$ cat src/rtl/seq_pkg.sv
// Shared types and defaults for the bit serializer feeding the 1011 sequence detector.
package seq_pkg;

    typedef enum logic {
        IDLE  = 1'b0,
        SHIFT = 1'b1
    } ser_state_t;

    localparam int   SEQ_WORD_W   = 8;
    localparam logic SEQ_IDLE_BIT = 1'b0;

endpackage

$ cat src/rtl/seq_piso_shreg.sv
// Loadable parallel-in/serial-out shift register.
// Shift direction: MSB first by default, LSB first when SER_LSB_FIRST_EN is defined.
module seq_piso_shreg
    import seq_pkg::*;
#(
    parameter int WIDTH = SEQ_WORD_W
) (
    input  logic             clk,
    input  logic             reset,
    input  logic             load_i,
    input  logic             shift_i,
    input  logic [WIDTH-1:0] data_i,
    output logic             bit_o
);

    logic [WIDTH-1:0] shreg_q;
    logic [WIDTH-1:0] shreg_d;

    always_comb begin
        shreg_d = shreg_q;
        if (load_i) begin
            shreg_d = data_i;
        end else if (shift_i) begin
`ifdef SER_LSB_FIRST_EN
            shreg_d = {1'b0, shreg_q[WIDTH-1:1]};
`else
            shreg_d = {shreg_q[WIDTH-2:0], 1'b0};
`endif
        end
    end

    // NOTE: sequential state is written only with <= so every flop samples pre-edge values.
    always_ff @(posedge clk or negedge reset) begin
        if (!reset) begin
            shreg_q <= '0;
        end else begin
            shreg_q <= shreg_d;
        end
    end

`ifdef SER_LSB_FIRST_EN
    assign bit_o = shreg_q[0];
`else
    assign bit_o = shreg_q[WIDTH-1];
`endif

endmodule

$ cat src/rtl/seq_bit_serializer.sv
// Valid/ready parallel-to-serial stage: one bit per clock, no bubble between words.
// Optional build macro SER_LSB_FIRST_EN selects LSB-first bit order (inside seq_piso_shreg).
module seq_bit_serializer
    import seq_pkg::*;
#(
    parameter int   WIDTH    = SEQ_WORD_W,
    parameter logic IDLE_BIT = SEQ_IDLE_BIT
) (
    input  logic             clk,
    input  logic             reset,
    input  logic [WIDTH-1:0] data_in,
    input  logic             data_valid,
    output logic             data_ready,
    output logic             ser_bit,
    output logic             ser_valid,
    output logic             busy,
    output logic             word_done
);

    localparam int CNT_W = (WIDTH > 1) ? $clog2(WIDTH) : 1;
    localparam logic [CNT_W-1:0] LAST_CNT = CNT_W'(WIDTH - 1);

    ser_state_t       state_q, state_d;
    logic [CNT_W-1:0] cnt_q, cnt_d;
    logic             last_bit;
    logic             accept;
    logic             load;
    logic             shift;
    logic             shreg_bit;

    assign last_bit   = (state_q == SHIFT) && (cnt_q == LAST_CNT);
    assign data_ready = (state_q == IDLE) || last_bit;
    assign accept     = data_valid && data_ready;

    // NOTE: every output of this block gets a default first, so no path can infer a latch.
    always_comb begin
        state_d = state_q;
        cnt_d   = cnt_q;
        load    = 1'b0;
        shift   = 1'b0;
        unique case (state_q)
            IDLE: begin
                if (accept) begin
                    state_d = SHIFT;
                    cnt_d   = '0;
                    load    = 1'b1;
                end
            end
            SHIFT: begin
                if (last_bit) begin
                    cnt_d = '0;
                    if (accept) begin
                        load = 1'b1;
                    end else begin
                        state_d = IDLE;
                    end
                end else begin
                    cnt_d = cnt_q + 1'b1;
                    shift = 1'b1;
                end
            end
            default: begin
                state_d = IDLE;
                cnt_d   = '0;
            end
        endcase
    end

    always_ff @(posedge clk or negedge reset) begin
        if (!reset) begin
            state_q <= IDLE;
            cnt_q   <= '0;
        end else begin
            state_q <= state_d;
            cnt_q   <= cnt_d;
        end
    end

    seq_piso_shreg #(
        .WIDTH (WIDTH)
    ) u_shreg (
        .clk     (clk),
        .reset   (reset),
        .load_i  (load),
        .shift_i (shift),
        .data_i  (data_in),
        .bit_o   (shreg_bit)
    );

    // Outputs derive only from flops, so an asynchronous reset clears them at once.
    assign ser_valid = (state_q == SHIFT);
    assign busy      = (state_q == SHIFT);
    assign ser_bit   = (state_q == SHIFT) ? shreg_bit : IDLE_BIT;
    assign word_done = last_bit;

endmodule

$ cat config.mk
export PLATFORM = sky130hd
export DESIGN_NAME = seq_bit_serializer
export DESIGN_NICKNAME = d
export VERILOG_FILES = /design/src/rtl/seq_pkg.sv /design/src/rtl/seq_piso_shreg.sv /design/src/rtl/seq_bit_serializer.sv
export SDC_FILE = /design/constraint.sdc
export NUM_CORES = 1
export LEC_CHECK = 0
export CAP_MARGIN = 20
export CORE_MARGIN = 2
export CORE_UTILIZATION = 44
export CTS_CLUSTER_SIZE = 24
export DETAILED_ROUTE_END_ITERATION = 8
export GPL_TIMING_DRIVEN = 0
export PLACE_DENSITY = 0.73
export SYNTH_ARGS = -nofsm -noshare
export SYNTH_HDL_FRONTEND = slang
export SYNTH_HIERARCHICAL = 1
export SYNTH_SLANG_ARGS = --single-unit
$ cat constraint.sdc
create_clock -name clk -period 1.8 [get_ports clk]
set_input_delay 0.36 -clock clk [delete_from_list [all_inputs] [get_ports clk]]
set_output_delay 0.36 -clock clk [all_outputs]
set_load 0.02 [all_outputs]
# After elaboration in Yosys (flattened, before gate mapping)
# Index checks and enable logic that the tools add are counted.
# totals
register_bits,12
latchBits,0
mem_bits_rw,0
rom_bits,0
out_inout_bits,5
elab_cells,24
memories,0
# classes
addsub,1
n_mul,0
n_div,0
order_cmp,0
n_eq_ne,2
n_shift,0
muxes,13
bitwise_logic,1
reduce_logical,4
# ops
operator,count
8-bit two-way mux,2
1-bit two-way mux,6
3-bit two-way mux,2
3-bit case mux with 2 select lines,1
1-bit case mux with 2 select lines,2
3-bit by 1-bit adder with 3-bit output (second input constant),1
3-bit == test (second input constant),1
1-bit logical AND,2
2-bit != test (second input constant),1
2-bit nonzero test,1
1-bit logical OR,1
1-bit inverter,1

# Depth between registers and ports, before layout
# logic_depth
depth_word,8
ltp_mapped,7
ltp_nobuf,6

# Cells and area by module
# Netlist, hierarchy kept.
# by_module_without_submodules
mod,instances,cells_per_inst,area_per_inst_um2
seq_piso_shreg,1,34,369.1
seq_bit_serializer,1,19,207.7

# Least setup slack after synthesis
# No wires, ideal clock.
# synth_path
kind,reg-to-reg
startpoint,register cnt_q[0]
endpoint,register u_shreg.shreg_q[0]
setup_time_ps,127
t_arrival_ps,1506
setup_slack_ps,168
stages_incl_launch_ff,8
synth_period_minus_slack_ps,1632
path_cell_list,dfrtp_1 -> ha_1 -> ha_1 -> nand2b_2 -> and2_1 -> buf_6 -> nand2_1 -> o21ai_0
# synth_between
elab_chain_len,8
elab_cells_between_ends,11
cone_classes,1 x eq/ne; 6 x mux; 4 x reduce/logical
# synth_lines
element,line,text
"start, declared",seq_bit_serializer.sv:24,"logic [CNT_W-1:0] cnt_q, cnt_d;"
"start signal, assigned",seq_bit_serializer.sv:75,cnt_q <= cnt_d;
3-bit == test *,seq_bit_serializer.sv:31,assign last_bit = (state_q == SHIFT) && (cnt_q == LAST_CNT);
1-bit logical AND *,seq_bit_serializer.sv:31,
1-bit logical OR *,seq_bit_serializer.sv:32,assign data_ready = (state_q == IDLE) || last_bit;
named net data_ready,seq_bit_serializer.sv:13,"output logic data_ready,"
1-bit logical AND *,seq_bit_serializer.sv:33,assign accept = data_valid && data_ready;
1-bit two-way mux *,"seq_bit_serializer.sv:43, seq_bit_serializer.sv:52",
1-bit two-way mux,seq_bit_serializer.sv:50,if (last_bit) begin
1-bit case mux with 2 select lines *,seq_bit_serializer.sv:41,unique case (state_q)
named net load,seq_bit_serializer.sv:27,logic load;
8-bit two-way mux / 2-bit nonzero test (equally long branches),n/a,
"end signal, assigned",seq_piso_shreg.sv:37,shreg_q <= shreg_d;
"end, declared",seq_piso_shreg.sv:16,logic [WIDTH-1:0] shreg_q;
# The timed path passes the listed nets; every way through them passes the cells marked *.
# A chain may end at the register's enable or synchronous reset.

# Final worst setup path
# layout_path
startpoint,register cnt_q[0]
endpoint,output data_ready
# layout_between
elab_chain_len,3
# layout_lines
element,line
3-bit == test,seq_bit_serializer.sv:31
1-bit logical AND,seq_bit_serializer.sv:31
1-bit logical OR,seq_bit_serializer.sv:32
"end, declared",seq_bit_serializer.sv:13
# No other way between the ends.

==> key figures <==
Synthesis
  • Area share of the largest cell type after synthesis: between 50 and 60%
  • Synth Area in Simple Gates: roughly 15%
  • Sequential share of the synthesized area: approximately 52%
  • Largest family of logic cells by synthesized area: simple AND/OR/NAND/NOR gates
  • Complex-gate fraction of the synthesized area: between 10 and 15%
  • #FFs+latches synth: 12
  • Syn avg cell area: 10.9 µm²
  • Area contributors post-synth: dfrtp_1 52%, mux2i_1 12%, o21ai_1 6.1%, nand2_1 5.9%, ha_1 4.3%
  • Post-synthesis mux area share: 12.1%
  • Post-synthesis xor/xnor area fraction: 0%
  • Syn Inst Count: 53
  • Mapped Area: ~580 µm²
  • Yosys top cell by area: dfrtp_1
  • Yosys warnings: 6
  • Adder-cell share of the synthesized area: 4.34%
  • Net Count, Synth: 66
  • Post-synth cell types: 16

Die
  • Die height: 40.2 µm
  • Row cnt: 13
  • Initial core utilization: between 40% and 50%
  • Area of the core: ~1300 µm²
  • DIE AREA: 1620 µm²
  • # IOs: 16
  • Die X: between 40 and 50 µm

Worst setup path
  • Flop-to-flop setup slack: between 150 and 200 ps
  • Most frequent cell on the critical path: ha_1
  • R2R Path End: u_shreg/shreg_q[0]
  • Required @ worst endpoint: ~1400 ps
  • CP Class: register to output port
  • Crit. End Element: output port
  • CP max-delay cell: dfrtp_1
  • Top Family by Delay on Critical Path: adder cells
  • Critical Path Start Type: register
  • Reg-to-reg startpoint: cnt_q[0]
  • Critical path peak fanout: 5
  • CP Data Arrival Time: roughly 1400 ps
  • Worst path max stage delay: just under 400 ps
  • Worst path bufs/invs: 1
  • Worst reg2reg path depth: 7
  • Critical-path cell list: ha_1 > ha_1 > nand2b_4 > buf_2

Global route
  • Pin count of the biggest net entering global routing: 13
  • Total GRT Usage: between 10% and 20%
  • Congestion Overflow GR: 0
  • First-pass GRT wire length: about 1600 µm
  • Vias in the first global route: approximately 370
  • Initial antenna violation count: 0

Detailed routing
  • Initial DRC count: 3
  • Drt drc: 0
  • Via count: ~430
  • Drt total wl: approximately 1000 µm
  • Via density: approximately 4.9
  • WL per Instance: around 11 µm
  • Pre-Repair DR Iteration Count: 5
  • Routed Antenna Nets: 0

STA
  • Final hold violations: 0
  • Tmin final: 1730 ps
  • Skew final: between 1 and 1.5 ps
  • Tcrit/Tclk final: slightly below 100%
  • Setup violators final: 0
  • Setup TNS: 0 ps
  • Slew @ Worst Pin: roughly 530 ps
  • Normalized max-slew margin: between 60% and 70%
  • Pins Over Slew Limit: 0
  • F_max: ~580 MHz

Placed design
  • Area after detailed placement: 746 µm²
  • DP HPWL: approximately 700 µm
  • GPL Wtd Cong: between 0.7 and 0.8
  • I/O Buffers: 15

Worst hold path
  • Worst min path class: input pin to async pin

Layout
  • FILL cells: 111
  • Finished layout cell area: around 800 µm²
  • Antenna diodes: 0
  • P&R area growth vs syn: 36.7%
  • Final nets: between 80 and 90
  • Layout cells sized above 1: 17.6%

Clock tree
  • Max clock buf depth: 2
  • TritonCTS clock tree: yes
  • CTS root buffer: clkbuf_4
  • Clock transition at path regs: around 70 ps
  • H-tree depth: 1
  • CTS Buf Count: 3
  • Clk_lat worst skew: ~260 ps
  • Clock Sinks: 12

Job
  • Maxcap violations: 0

Power and ir drop
  • Design Power: between 1 and 1.5 mW
  • Lkg Pwr: between 0.3 and 0.4 nW
  • PD cells: approximately 1400 nW/µm²
  • VDD IR max: 0.779 mV

Status
  • Status: complete, no violations
## synth_stat cells
cell	number
a22o_1	1
ha_1	2
o21ai_1	7
mux2i_1	7
o21ai_0	1
buf_6	2
dfrtp_1	12
o22ai_1	1
nor2_1	1
buf_4	1
o2bb2ai_1	1
inv_1	1
nand2b_2	1
and2_1	3
nand2b_1	3
nand2_1	9
## layout make-up
type	count	area (µm²)	share of cell area (%)
Tap cell	15	18.8	2.38
Multi-Input combinational cell	37	248	31.4
Timing Repair Buffer	18	164	20.8
Inverter	1	3.75	0.476
Sequential cell	12	302	38.3
Clock buffer	3	22.5	2.86
Buffer	3	30.0	3.81
## placed cells by master, fill, tap and decap left out, drive strengths merged, types with 2 or more instances in the layout
| cell | n |
|---|---|
| ha | 2 |
| and2 | 3 |
| clkdlybuf4s50 | 11 |
| mux2i | 7 |
| buf | 8 |
| nand2b | 4 |
| o21ai | 8 |
| dfrtp | 12 |
| nand2 | 9 |
| clkbuf | 3 |
## power by group
group          total, mW  internal [mW]  leakage (nW)  switching (mW)
Combinational      0.554          0.292         0.226           0.261
Sequential         0.434          0.374         0.152          0.0600
Clock              0.155         0.0771        0.0138          0.0774
Total               1.14          0.743         0.392           0.399
## registers in the layout (all words and copies together), names as in the netlist
name / cells
busy: 1
u_shreg/shreg_q: 8
cnt_q: 3
## cell families after synthesis
kind of cell,Yosys count
buf+inv,4
compound gates,11
fa+ha+maj,2
simple gates,17
flops,12
mux,7
## stage by stage
| stage | utilization, % | instances | hold WS (ps) | setup slack, ps |
|---|---|---|---|---|
| 2_1_floorplan | - | 53 | 64.4 | 168 |
| 3_3_place_gp | 58.8 | 83 | 485 | -94.1 |
| 3_5_place_dp | 58.8 | 83 | 495 | -100 |
| 4_1_cts | 59.8 | 86 | 455 | -12.2 |
| 5_1_grt | 62.1 | 89 | 487 | -1.28 |
| 6_report | 62.1 | 89 | 445 | 68.2 |
## what timing repair did
| action | CTS | global route |
|---|---|---|
| gates resized for setup | 10 | 2 |
| hold buffers | 0 | 0 |
| gates cloned | 0 | 0 |
| setup endpoints to repair | 4 | 3 |
| setup buffers | 0 | 3 |
## routing by layer
| layer | wire (µm) | vias to the layer above | GRT usage [%] |
|---|---|---|---|
| met3 | 44 | 4 | 5.00 |
| met2 | 439 | 11 | 21.8 |
| met4 | 6 | 0 | 7.50 |
| met5 | 0 | - | 0 |
| met1 | 521 | 194 | 21.6 |
| li1 | - | 223 | - |
## how the worst max path moves through the flow
stage	from	to	slack, ps	cells after the start
after floorplan	cnt_q[0]	u_shreg/shreg_q[0]	170	7
after global placement	cnt_q[0]	data_ready	-90	4
after detailed placement	cnt_q[0]	data_ready	-100	4
after CTS	cnt_q[0]	data_ready	-10	4
after global routing	cnt_q[0]	data_ready	-1	4
final	cnt_q[0]	data_ready	70	4
(Power assumes the default switching activity.)
